## src/rtl/clock_divider_pkg.sv

```systemverilog
// Shared types and default sizing for the clock_divider family of blocks.
package clock_divider_pkg;

    localparam int CNT_W_DEF       = 16;
    localparam int PER_W_DEF       = 16;
    localparam int GATE_CYCLES_DEF = 1000;

    typedef enum logic [1:0] {
        IDLE    = 2'd0,
        ARMING  = 2'd1,
        MEASURE = 2'd2
    } state_e;

endpackage

```

## src/rtl/sync_edge_detect.sv

```systemverilog
// Multi-flop synchroniser for an asynchronous input with a rising-edge pulse
// taken from the synchronised output.
module sync_edge_detect #(
    parameter int SYNC_STAGES = 2
) (
    input  logic clk_in,
    input  logic nrst,
    input  logic d,
    output logic q_sync,
    output logic rise
);

    logic [SYNC_STAGES-1:0] sync_q, sync_d;
    logic                   prev_q, prev_d;

    always_comb begin
        sync_d = {sync_q[SYNC_STAGES-2:0], d};
        prev_d = sync_q[SYNC_STAGES-1];
    end

    // NOTE: state registers use non-blocking assignments so every flop samples
    // the pre-edge values of the others, independent of statement order.
    always_ff @(posedge clk_in or negedge nrst) begin
        if (!nrst) begin
            sync_q <= '0;
            prev_q <= 1'b0;
        end else begin
            sync_q <= sync_d;
            prev_q <= prev_d;
        end
    end

    assign q_sync = sync_q[SYNC_STAGES-1];
    assign rise   = sync_q[SYNC_STAGES-1] & ~prev_q;

endmodule

```

## src/rtl/clock_divider_monitor.sv

```systemverilog
// Gated edge counter and period meter for the divided clock; also flags a
// window with no edges as stuck.
module clock_divider_monitor
    import clock_divider_pkg::*;
#(
    parameter int GATE_CYCLES = GATE_CYCLES_DEF,
    parameter int CNT_W       = CNT_W_DEF,
    parameter int PER_W       = PER_W_DEF,
    parameter int SYNC_STAGES = 2
) (
    input  logic             clk_in,
    input  logic             nrst,
    input  logic             enable,
    input  logic             sig_in,
    output logic [CNT_W-1:0] count_out,
    output logic             count_valid,
    output logic [PER_W-1:0] period_out,
    output logic             period_valid,
    output logic             period_ovf,
    output logic             stuck
);

    localparam int                GATE_W    = $clog2(GATE_CYCLES);
    localparam logic [GATE_W-1:0] GATE_LAST = GATE_W'(GATE_CYCLES - 1);

    logic rise;
    logic sig_sync_unused;

    sync_edge_detect #(.SYNC_STAGES(SYNC_STAGES)) u_sync (
        .clk_in (clk_in),
        .nrst   (nrst),
        .d      (sig_in),
        .q_sync (sig_sync_unused),
        .rise   (rise)
    );

    state_e            state_q, state_d;
    logic [GATE_W-1:0] gate_cnt_q, gate_cnt_d;
    logic [CNT_W-1:0]  edge_cnt_q, edge_cnt_d;
    logic [PER_W-1:0]  per_cnt_q, per_cnt_d;
    logic [CNT_W-1:0]  count_out_q, count_out_d;
    logic              count_valid_q, count_valid_d;
    logic [PER_W-1:0]  period_out_q, period_out_d;
    logic              period_valid_q, period_valid_d;
    logic              period_ovf_q, period_ovf_d;
    logic              stuck_q, stuck_d;
    logic [CNT_W-1:0]  window_cnt;

    // NOTE: every signal assigned here gets a default first, so no path can
    // leave one unassigned and infer a latch.
    always_comb begin
        state_d        = state_q;
        gate_cnt_d     = gate_cnt_q;
        edge_cnt_d     = edge_cnt_q;
        per_cnt_d      = per_cnt_q;
        count_out_d    = count_out_q;
        count_valid_d  = 1'b0;
        period_out_d   = period_out_q;
        period_valid_d = 1'b0;
        period_ovf_d   = period_ovf_q;
        stuck_d        = stuck_q;
        window_cnt     = (rise && edge_cnt_q != '1) ? edge_cnt_q + CNT_W'(1) : edge_cnt_q;

        if (!enable) begin
            state_d    = IDLE;
            gate_cnt_d = '0;
            edge_cnt_d = '0;
            per_cnt_d  = '0;
        end else begin
            unique case (state_q)
                IDLE: state_d = ARMING;
                ARMING, MEASURE: begin
                    // A rise in the terminal cycle still belongs to the closing window.
                    if (gate_cnt_q == GATE_LAST) begin
                        gate_cnt_d    = '0;
                        edge_cnt_d    = '0;
                        count_out_d   = window_cnt;
                        count_valid_d = 1'b1;
                        stuck_d       = (window_cnt == '0);
                    end else begin
                        gate_cnt_d = gate_cnt_q + GATE_W'(1);
                        edge_cnt_d = window_cnt;
                    end

                    if (state_q == ARMING) begin
                        if (rise) begin
                            per_cnt_d = PER_W'(1);
                            state_d   = MEASURE;
                        end
                    end else if (rise) begin
                        period_out_d   = per_cnt_q;
                        period_valid_d = 1'b1;
                        period_ovf_d   = (per_cnt_q == '1);
                        per_cnt_d      = PER_W'(1);
                    end else if (per_cnt_q != '1) begin
                        per_cnt_d = per_cnt_q + PER_W'(1);
                    end
                end
                default: state_d = IDLE;
            endcase
        end
    end

    always_ff @(posedge clk_in or negedge nrst) begin
        if (!nrst) begin
            state_q        <= IDLE;
            gate_cnt_q     <= '0;
            edge_cnt_q     <= '0;
            per_cnt_q      <= '0;
            count_out_q    <= '0;
            count_valid_q  <= 1'b0;
            period_out_q   <= '0;
            period_valid_q <= 1'b0;
            period_ovf_q   <= 1'b0;
            stuck_q        <= 1'b0;
        end else begin
            state_q        <= state_d;
            gate_cnt_q     <= gate_cnt_d;
            edge_cnt_q     <= edge_cnt_d;
            per_cnt_q      <= per_cnt_d;
            count_out_q    <= count_out_d;
            count_valid_q  <= count_valid_d;
            period_out_q   <= period_out_d;
            period_valid_q <= period_valid_d;
            period_ovf_q   <= period_ovf_d;
            stuck_q        <= stuck_d;
        end
    end

    assign count_out    = count_out_q;
    assign count_valid  = count_valid_q;
    assign period_out   = period_out_q;
    assign period_valid = period_valid_q;
    assign period_ovf   = period_ovf_q;
    assign stuck        = stuck_q;

endmodule

```

## config.mk

```make
export PLATFORM = sky130hd
export DESIGN_NAME = clock_divider_monitor
export DESIGN_NICKNAME = d
export VERILOG_FILES = /design/src/rtl/clock_divider_pkg.sv /design/src/rtl/sync_edge_detect.sv /design/src/rtl/clock_divider_monitor.sv
export SDC_FILE = /design/constraint.sdc
export NUM_CORES = 1
export LEC_CHECK = 0
export CORE_MARGIN = 3
export CORE_UTILIZATION = 52
export CTS_CLUSTER_SIZE = 28
export DETAILED_ROUTE_END_ITERATION = 8
export PLACE_DENSITY = 0.76
export REMOVE_ABC_BUFFERS = 1
export SYNTH_ARGS = -nofsm -noshare
export SYNTH_HDL_FRONTEND = slang
export SYNTH_SLANG_ARGS = --single-unit
```

## constraint.sdc

```tcl
create_clock -name clk_in -period 2.4 [get_ports clk_in]
set_input_delay 0.48 -clock clk_in [delete_from_list [all_inputs] [get_ports clk_in]]
set_output_delay 0.48 -clock clk_in [all_outputs]
set_load 0.02 [all_outputs]
```

==> results.toml, run 1 <==
[run_status]
status = "completed"

[cts]
cts.path.max_buffers = 2
cts_htree_levels = 3
cts_tree = "done"
insertion_delay_ps = 350
cts-root-buf = "clkbuf_8"
clk_pin_slew_ps = 90
numCtsBuffers = 9
numClockSinks = 83

[placement]
dp.cells = 566
post_dp_cell_area_um2 = 4820
gp_congestion = 0.876
dpl.hpwl_um = 6150
port_buffers = 39
place_ws_ps = -20.8

[sta]
hold_viol_final = 0
tightest_slew_ps = 884
fin_tns_setup_ps = 0
rsz0062_at_grt = "no"
slew_viol_final = 0
hold_ws_ps = 150
min_period_over_period_pct = 96.1
fmax_mhz = 434
period_minus_slack_ps = 2310
fin_ws_ps = 93.9
skew_ps = 10.9
maxSlewHeadroom_pct = 41.0
finalSetupViolCount = 0

[critical_path]
crit_buf_inv = 0
rr_worst_depth = 7
cp_slowest_cell = "or4b_1"
path_max_fanout = 5
cp_data_required_time_ps = 2680
cp-end-kind = "flop"
cp_cell_sequence = "and4_1 -> nand4_1 -> nor4_2 -> xor2_1 -> nand4b_1 -> or4b_1 -> o21ai_1"
crit_cells = 7
crit_type = "reg2reg"
crit_family = "simple AND/OR/NAND/NOR gates"
critPathMaxStageDelay_ps = 490
worst_ep_arrival_time_ps = 2580
start_kind = "flop"

[global_route]
grt_max_degree = 53
grt-ovfl-total = 0
grt_pass1_vias = 3254
grt_pass1_wl_um = 15000
antenna_found_initial = 0
grt_usage_pct = 20.9

[synth]
synth_top_family_by_area = "simple AND/OR/NAND/NOR gates"
synthMuxAreaShare_pct = 6.38
ys_seq_area_share_pct = 49.9
synthCells = 421
synth_adder_area_share_pct = 1.50
synth-edff-count = 0
synth_compound_area_share_pct = 11.0
yosys_warnings = 0
ys.flop_type = "dfrtp_1"
netlist_area_um2 = 4160
ys_seq_elements = 83
yosys.area_share.simple_pct = 21.7
synth_xor_area_share_pct = 6.74
async_flop_share_pct = 100
syn_avg_cell_area_um2 = 9.88
yosysUniqueCellTypes = 53

[power]
total_power_mw = 2.76
power_leakage_nw = 2.20
ir_drop_mv = 0.499
p_per_area_nw_per_um2 = 548

[final_layout]
final_cell_mix = "dfrtp_1, nand2_1, o21ai_0"
syn_to_final_growth_pct = 21.0
drive_above_1_share_pct = 16.5
final_common_cell = "dfrtp_1"
instances_no_fill = 583
layout.nets = 488
final_util_pct = 67.2
diodes = 0
design_area_um2 = 5030

[routing]
drt-vias-per-instance = 5.61
drt_iter0_markers = 138
dr.pass1.iters = 4
wl_per_cell_um = 14.8
antenna_left = 0
drc = 0
routed_wirelength_um = 8660
vias = 3270

[run]
drv_cap = 0

[floorplanning]
dieHeight_um = 95.4
coreArea_um2 = 7490
rows = 31
die_w_um = 95.4
ios = 40
floorplan.initialDensity_pct = 55.6
die_area_um2 = 9110

[hold_path]
hold_class = "in2async"
## final timing paths
kind,from,endpoint,slack [ps]
worst max-delay path,edge_cnt_q[2],stuck,90
worst min-delay path,nrst,edge_cnt_q[11],150
worst max register to register,edge_cnt_q[2],stuck,90
worst min register to register,u_sync.sync_q[0],u_sync.sync_q[1],370
max in group asynchronous,nrst,u_sync.sync_q[1],1540
min in group clk_in,u_sync.sync_q[0],u_sync.sync_q[1],370
## area by class of cell
type | instances | area [um^2]
repair buffers | 71 | 653
multi-input cells | 312 | 1980
well taps | 99 | 124
fillers | 600 | 2450
clock inverters | 5 | 52.6
flip-flops and latches | 83 | 2080
inverters | 2 | 7.51
clock buffers | 11 | 141
## synthesized netlist by cell type (4+ instances only)
library cell | instances | area, um^2
a22o_1 | 4 | 35.0
xor2_1 | 15 | 131
nor2_1 | 32 | 120
a21oi_1 | 4 | 20.0
mux2_2 | 20 | 225
nor3_1 | 8 | 40.0
xnor2_1 | 17 | 149
nand4_1 | 8 | 50.1
and3_1 | 16 | 100
ha_1 | 5 | 62.6
dfrtp_1 | 83 | 2080
buf_2 | 11 | 55.1
nand2_1 | 66 | 248
o21ai_0 | 50 | 250
nand3_1 | 13 | 65.1
and4_1 | 6 | 52.6
clkbuf_1 | 11 | 41.3
mux2i_1 | 4 | 40.0
o31ai_1 | 4 | 30.0
## flip-flops by register name (all words and copies together), names as in the netlist
name           count
count_out         16
count_valid        1
edge_cnt_q        16
gate_cnt_q        10
per_cnt_q         16
period_out        16
period_ovf         1
period_valid       1
state_q            2
stuck              1
u_sync.prev_q      1
u_sync.sync_q      2
## logic make-up (layout without fill, tap and decap cells)
family / count (synthesis) / after routing
simple gates: 176 / 176
flops: 83 / 83
compound gates: 75 / 75
xor+xnor: 32 / 32
buf+inv: 26 / 89
mux: 24 / 24
fa+ha+maj: 5 / 5
## power by group
part | total [mW] | switching, mW | internal [mW]
logic | 0.314 | 0.192 | 0.122
registers | 1.45 | 0.0225 | 1.43
clock network | 0.992 | 0.488 | 0.504
## worst reg2reg max path, cell delays in order, from the launching register on
cell	delay, ps
dfrtp_1	370
and4_1	250
nand4_1	260
nor4_2	420
xor2_1	130
nand4b_1	200
or4b_1	490
o21ai_1	120
## metal layers
| layer | share of wire, % | global-route usage (%) | vias up |
|---|---|---|---|
| met2 | 48 | 32.5 | 88 |
| met3 | 5.2 | 5.13 | 11 |
| li1 | - | - | 1589 |
| met5 | 0 | 0 | - |
| met1 | 46 | 28.6 | 1582 |
| met4 | 1.3 | 7.23 | 0 |
## what timing repair did
| item | 4_1_cts | 5_1_grt |
|---|---|---|
| gates cloned | 0 | 0 |
| hold buffers | 0 | 0 |
| endpoints found under the setup margin | 1 | 1 |
| gates resized for setup | 1 | 3 |
| endpoints found under the hold margin | 0 | 0 |
| buffers inserted | 0 | 1 |
| pin swaps | 0 | 1 |
(Power assumes the default switching activity.)
==> inputs of run 2 (changes only) <==
--- a/config.mk
+++ b/config.mk
@@ -6,10 +6,11 @@
 export NUM_CORES = 1
 export LEC_CHECK = 0
 export CORE_MARGIN = 3
-export CORE_UTILIZATION = 52
+export CORE_UTILIZATION = 55
 export CTS_CLUSTER_SIZE = 28
 export DETAILED_ROUTE_END_ITERATION = 8
-export PLACE_DENSITY = 0.76
+export DONT_BUFFER_PORTS = 1
+export PLACE_DENSITY = 0.73
 export REMOVE_ABC_BUFFERS = 1
 export SYNTH_ARGS = -nofsm -noshare
 export SYNTH_HDL_FRONTEND = slang
==> run 2 against run 1 <==
Against the previous run:
- the run now ends with hold timing left
- cell count shrank 6.3%
- final area shrank 7.1%
- clock skew shrank 1.2 ps
- register-to-register slack gained 90 ps
- setup slack gained 89 ps
- worst hold slack lost 340 ps
- sequential power is essentially flat
- critical path type unchanged
- largest cell class unchanged
==> results.toml, run 2 (same netlist as run 1, synthesis figures left out) <==
[run_status]
status = "complete, but fails checks"
violations = "hold timing"

[floorplanning]
dieHeight_um = 93.0
ios = 40
floorplan.initialDensity_pct = 57.0
rows = 31
die_area_um2 = 8640
die_w_um = 93.0
coreArea_um2 = 7290

[critical_path]
r2r_slack_ps = 180
rr_worst_depth = 7
crit_buf_inv = 1
timing.rr.end = "stuck"
rr_startpoint = "edge_cnt_q[14]"
worst_ep_arrival_time_ps = 2490
cp_cell_sequence = "nand4_1 -> nor3_1 -> nor4b_1 -> buf_4 -> xnor2_1 -> or4b_1 -> o21ai_1"
start_kind = "flop"
path_max_fanout = 8
cp-end-kind = "flop"
crit_type = "reg2reg"
cp_data_required_time_ps = 2670
critPathMaxStageDelay_ps = 500
cp_slowest_cell = "dfrtp_1"
crit_family = "simple AND/OR/NAND/NOR gates"

[power]
power_leakage_nw = 2.10
p_per_area_nw_per_um2 = 623
ir_drop_mv = 0.364
swShare_pct = 23.6
clkPwrFrac_pct = 41.3
p_int_mw = 2.22
p_seq_share_pct = 50.4
p_switching_mw = 0.688
comb_power_share_pct = 8.3

[run]
drv_cap = 0

[sta]
hold_ws_ps = -190
period_minus_slack_ps = 2220
tightest_slew_ps = 503
maxSlewHeadroom_pct = 66.4
skew_ps = 9.62
slew_viol_final = 0
min_period_over_period_pct = 92.4
hold_viol_final = 83
fin_tns_setup_ps = 0
rsz0062_at_grt = "no"
finalSetupViolCount = 0
fmax_mhz = 451

[hold_path]
hold_class = "in2async"

[final_layout]
layout.nets = 451
design_area_um2 = 4670
drive_above_1_share_pct = 17.4
syn_to_final_growth_pct = 12.4
final.fill_count = 633
diodes = 0
final_common_cell = "dfrtp_1"
final_cell_mix = "dfrtp_1, nand2_1, o21ai_0"

[routing]
drt-vias-per-instance = 5.71
routed_wirelength_um = 8510
wl_per_cell_um = 15.6
drt_iter0_markers = 135
drc = 0
antenna_left = 0
vias = 3116
dr.pass1.iters = 5

[cts]
cts_htree_levels = 3
post_cts_buffers = 0
cts.path.max_buffers = 2
insertion_delay_ps = 350
cts_tree = "done"
clk_pin_slew_ps = 90
numClockSinks = 83
numCtsBuffers = 9
cts-root-buf = "clkbuf_8"

[placement]
post_dp_cell_area_um2 = 4430
port_buffers = 0
dpl.hpwl_um = 6080
gp_congestion = 0.892

[global_route]
grt-ovfl-total = 0
grt_pass1_wl_um = 14700
grt_usage_pct = 21.4
grt_pass1_vias = 3098
grt_max_degree = 84
antenna_found_initial = 0
-- run 2: cell count changes in the layout (fill, tap and decap cells not counted) --
cell / previous run / this run
clkdlybuf4s50_1: 38 / 0
ha_1: 4 / 5
dfrtp_1: 82 / 83
inv_6: 0 / 1
bufinv_16: 1 / 3
and3_1: 15 / 16
and3_2: 1 / 0
buf_4: 31 / 34
clkbuf_8: 10 / 9
buf_12: 2 / 0
clkinv_2: 3 / 1
ha_2: 1 / 0
dfrtp_2: 1 / 0
-- run 2: worst max path at each step --
stage	startpoint	endpoint	slack [ps]	depth (start not counted)
floorplan	u_sync.sync_q[1]	stuck	60	7
global placement	edge_cnt_q[0]	stuck	210	8
detailed placement	edge_cnt_q[0]	stuck	130	8
CTS	edge_cnt_q[0]	stuck	100	8
global route	edge_cnt_q[14]	stuck	20	7
finish	edge_cnt_q[14]	stuck	180	7
-- run 2: layout make-up --
class	count	area (um^2)	share of cell area, %
Tap cell	99	124	2.65
Sequential cell	83	2080	44.4
Clock buffer	10	128	2.73
Inverter	2	7.51	0.161
Multi-Input combinational cell	312	1970	42.2
Clock inverter	6	111	2.38
Timing Repair Buffer	34	255	5.46
-- run 2: repair_timing --
action | 4_1_cts | 5_1_grt
hold endpoints to repair | 83 | 83
resized for setup | 0 | 1
endpoints found under the setup margin | 0 | 1
-- run 2: per-layer routing --
metal / wire length (um) / vias to the layer above / share of wire [%] / global-route usage (%)
met5: 0 / - / 0 / 0
met1: 3830 / 1542 / 45 / 28.3
li1: - / 1523 / - / -
met3: 306 / 7 / 3.6 / 4.71
met4: 91 / 0 / 1.1 / 5.86
met2: 4290 / 44 / 50 / 35.7
-- run 2: worst register-to-register path, stage by stage, from the launching register on --
cell     delay (ps)
dfrtp_1         500
nand4_1         340
nor3_1          300
nor4b_1          90
buf_4           150
xnor2_1         180
or4b_1          450
o21ai_1         130
-- run 2: power by group through the flow --
stage | clock network [mW] | registers (mW) | logic [mW]
4_1_cts | 1.23 | 1.47 | 0.245
3_3_place_gp | 0 | 1.49 | 0.234
2_1_floorplan | 0 | 1.49 | 0.151
5_1_grt | 1.28 | 1.47 | 0.273
3_5_place_dp | 0 | 1.49 | 0.242
6_report | 1.20 | 1.47 | 0.243
-- run 2: through the flow --
stage | util [%] | instances | setup slack (ps) | power (mW)
floorplan | - | 397 | 61.8 | 1.64
finish | 64.1 | 546 | 183 | 2.91
detailed placement | 60.7 | 530 | 130 | 1.74
global route | 64.1 | 546 | 22.6 | 3.03
CTS | 64.0 | 546 | 99.6 | 2.94
global placement | 60.7 | 530 | 212 | 1.73
==> inputs of run 3 (changes only) <==
--- a/config.mk
+++ b/config.mk
@@ -10,8 +10,9 @@
 export CTS_CLUSTER_SIZE = 28
 export DETAILED_ROUTE_END_ITERATION = 8
 export DONT_BUFFER_PORTS = 1
-export PLACE_DENSITY = 0.73
+export PLACE_DENSITY_LB_ADDON = 0.15
 export REMOVE_ABC_BUFFERS = 1
 export SYNTH_ARGS = -nofsm -noshare
 export SYNTH_HDL_FRONTEND = slang
+export SYNTH_HIERARCHICAL = 1
 export SYNTH_SLANG_ARGS = --single-unit
==> run 3 against run 2 <==
Against the previous run:
- largest power group unchanged
- clock power down 18%
- critical path type unchanged
- maximum frequency down 2.1%
- setup slack worse by 47 ps
- global-route usage up 0.59 points
- power down 9.1%
- the run still ends with hold timing left
- sequential share of layout area up 2.5 points
- routed wire length up 4.5%
- worst hold slack better by 2.1 ps
- via count up 2.2%
- sequential power about the same
- die area up 1.5%
- clock skew down 2.7 ps
==> results.toml, run 3 <==
[run_status]
status = "complete, but fails checks"
violations = "hold timing"

[global_route]
grt-ovfl-total = 0
grt_usage_pct = 22.0
antenna_found_initial = 0
grt_pass1_vias = 3066
grt_pass1_wl_um = 15100
grt_max_degree = 84

[final_layout]
multi_input_area_um2 = 1930
drive_above_1_share_pct = 9.98
diodes = 0
final_util_pct = 60.0
final.fill_count = 647
layout.nets = 455
instances_no_fill = 550
ff_latch_area_um2 = 2080
design_area_um2 = 4420
final_cell_mix = "nand2_1, dfrtp_1, nor2_1"
syn_to_final_growth_pct = 4.65
final_common_cell = "nand2_1"

[floorplanning]
ios = 40
die_w_um = 93.7
floorplan.initialDensity_pct = 57.4
coreArea_um2 = 7370
die_area_um2 = 8780
rows = 31
dieHeight_um = 93.7

[cts]
cts-root-buf = "clkbuf_8"
clk_pin_slew_ps = 80
cts_htree_levels = 3
numCtsBuffers = 9
cts.path.max_buffers = 2
numClockSinks = 83
cts_resized = 0
post_cts_buffers = 0
cts_tree = "done"
insertion_delay_ps = 350

[critical_path]
endpoint = "stuck"
rr_startpoint = "edge_cnt_q[5]"
r2r_slack_ps = 140
critPathLaunch = "edge_cnt_q[5]"
timing.rr.end = "stuck"
cp-end-kind = "flop"
crit_type = "reg2reg"
rr_worst_depth = 6
cp_data_required_time_ps = 2690
path_max_fanout = 8
worst_ep_arrival_time_ps = 2550
start_kind = "flop"

[sta]
hold_viol_final = 83
fmax_mhz = 442
maxSlewHeadroom_pct = 26.8
min_period_over_period_pct = 94.4
rsz0062_at_grt = "no"
period_minus_slack_ps = 2260
finalSetupViolCount = 0
fin_tns_setup_ps = 0
slew_viol_final = 0
tightest_slew_ps = 1090
skew_ps = 6.91
fin_ws_ps = 135
hold_ws_ps = -187

[routing]
wl_per_cell_um = 16.2
drt_iter0_markers = 227
drt-vias-per-instance = 5.79
antenna_left = 0
dr.pass1.iters = 7
vias = 3185
routed_wirelength_um = 8900
drc = 0

[synth]
synth_top_family_by_area = "simple AND/OR/NAND/NOR gates"
synth_top_area_share_pct = 49.1
synthCells = 451
yosys.area_share.simple_pct = 25.6
yosysUniqueCellTypes = 62
ys.flop_type = "dfrtp_1"
netlist_area_um2 = 4230
async_flop_share_pct = 100
yosys_warnings = 6
syn_avg_cell_area_um2 = 9.37
synth_compound_area_share_pct = 12.3
synth_xor_area_share_pct = 4.97
synth-edff-count = 0
ys_seq_elements = 83
synthMuxAreaShare_pct = 1.36
synth_area_leaders = "dfrtp_1, nand2_1, o21ai_0"
yosysMostFrequentCell = "nand2_1"
synth_adder_area_share_pct = 1.48
ys_seq_area_share_pct = 49.1
post-synth-top-area-cell = "dfrtp_1"
synth_commonest_cells = "nand2_1, dfrtp_1, nor2_1, o21ai_0, o21ai_1"

[power]
ir_drop_mv = 0.286
swShare_pct = 25.1
comb_power_share_pct = 7.9
power_leakage_nw = 2.00
p_switching_mw = 0.664
clkPwrFrac_pct = 37.2
p_int_mw = 1.98
p_per_area_nw_per_um2 = 598
p_seq_share_pct = 55.0

[placement]
port_buffers = 0
gp_congestion = 0.938
place_ws_ps = 172
dp.cells = 534
dpl.hpwl_um = 6130
post_dp_cell_area_um2 = 4240

[run]
drv_cap = 0

[hold_path]
hold_class = "in2async"
[run 3: power by group through the flow]
| stage | registers (mW) | clock network [mW] | logic [mW] |
|---|---|---|---|
| after floorplan | 1.48 | 0 | 0.140 |
| final | 1.45 | 0.983 | 0.208 |
| after CTS | 1.46 | 0.993 | 0.209 |
| after global placement | 1.48 | 0 | 0.206 |
| after detailed placement | 1.48 | 0 | 0.207 |
| after global routing | 1.46 | 1.06 | 0.235 |
[run 3: through the flow]
| stage | total power, mW | hold WS (ps) |
|---|---|---|
| finish | 2.64 | -187 |
| global route | 2.76 | -209 |
| global placement | 1.69 | 186 |
| detailed placement | 1.69 | 186 |
| CTS | 2.66 | -195 |
| floorplan | 1.62 | 184 |
[run 3: worst min path at each step]
stage	from	cells after the start	to	slack, ps
finish	nrst	0	edge_cnt_q[10]	-190
global route	nrst	0	period_out[15]	-210
floorplan	nrst	0	count_out[0]	180
CTS	nrst	0	period_out[15]	-190
detailed placement	nrst	0	period_out[15]	190
global placement	nrst	0	period_out[15]	190
[run 3: per-layer routing]
layer / part of all wire [%] / up-vias / GRT usage (%)
li1: - / 1558 / -
met1: 49 / 1524 / 32.2
met2: 43 / 89 / 32.3
met3: 5.9 / 14 / 4.41
met4: 1.9 / 0 / 8.42
met5: 0 / - / 0
[run 3: cell type report]
cell class	instances	area share, %
flip-flops and latches	83	46.9
multi-input cells	336	43.7
clock buffers	12	3.05
well taps	99	2.80
repair buffers	12	2.04
clock inverters	4	1.16
inverters	4	0.339
[run 3: cell families (layout without fill, tap and decap cells)]
logic type | after synthesis | after routing
compound gates | 82 | 82
xor+xnor | 24 | 24
fa+ha+maj | 5 | 5
buf+inv | 32 | 32
flops | 83 | 83
mux | 5 | 5
simple gates | 220 | 220
[run 3: critical path, cell delays in order, from the launching register on]
cell	delay, ps
dfrtp_1	490
nand4_1	270
o41ai_2	480
mux2_4	350
nor4_2	330
nand4_1	140
o21ai_1	150
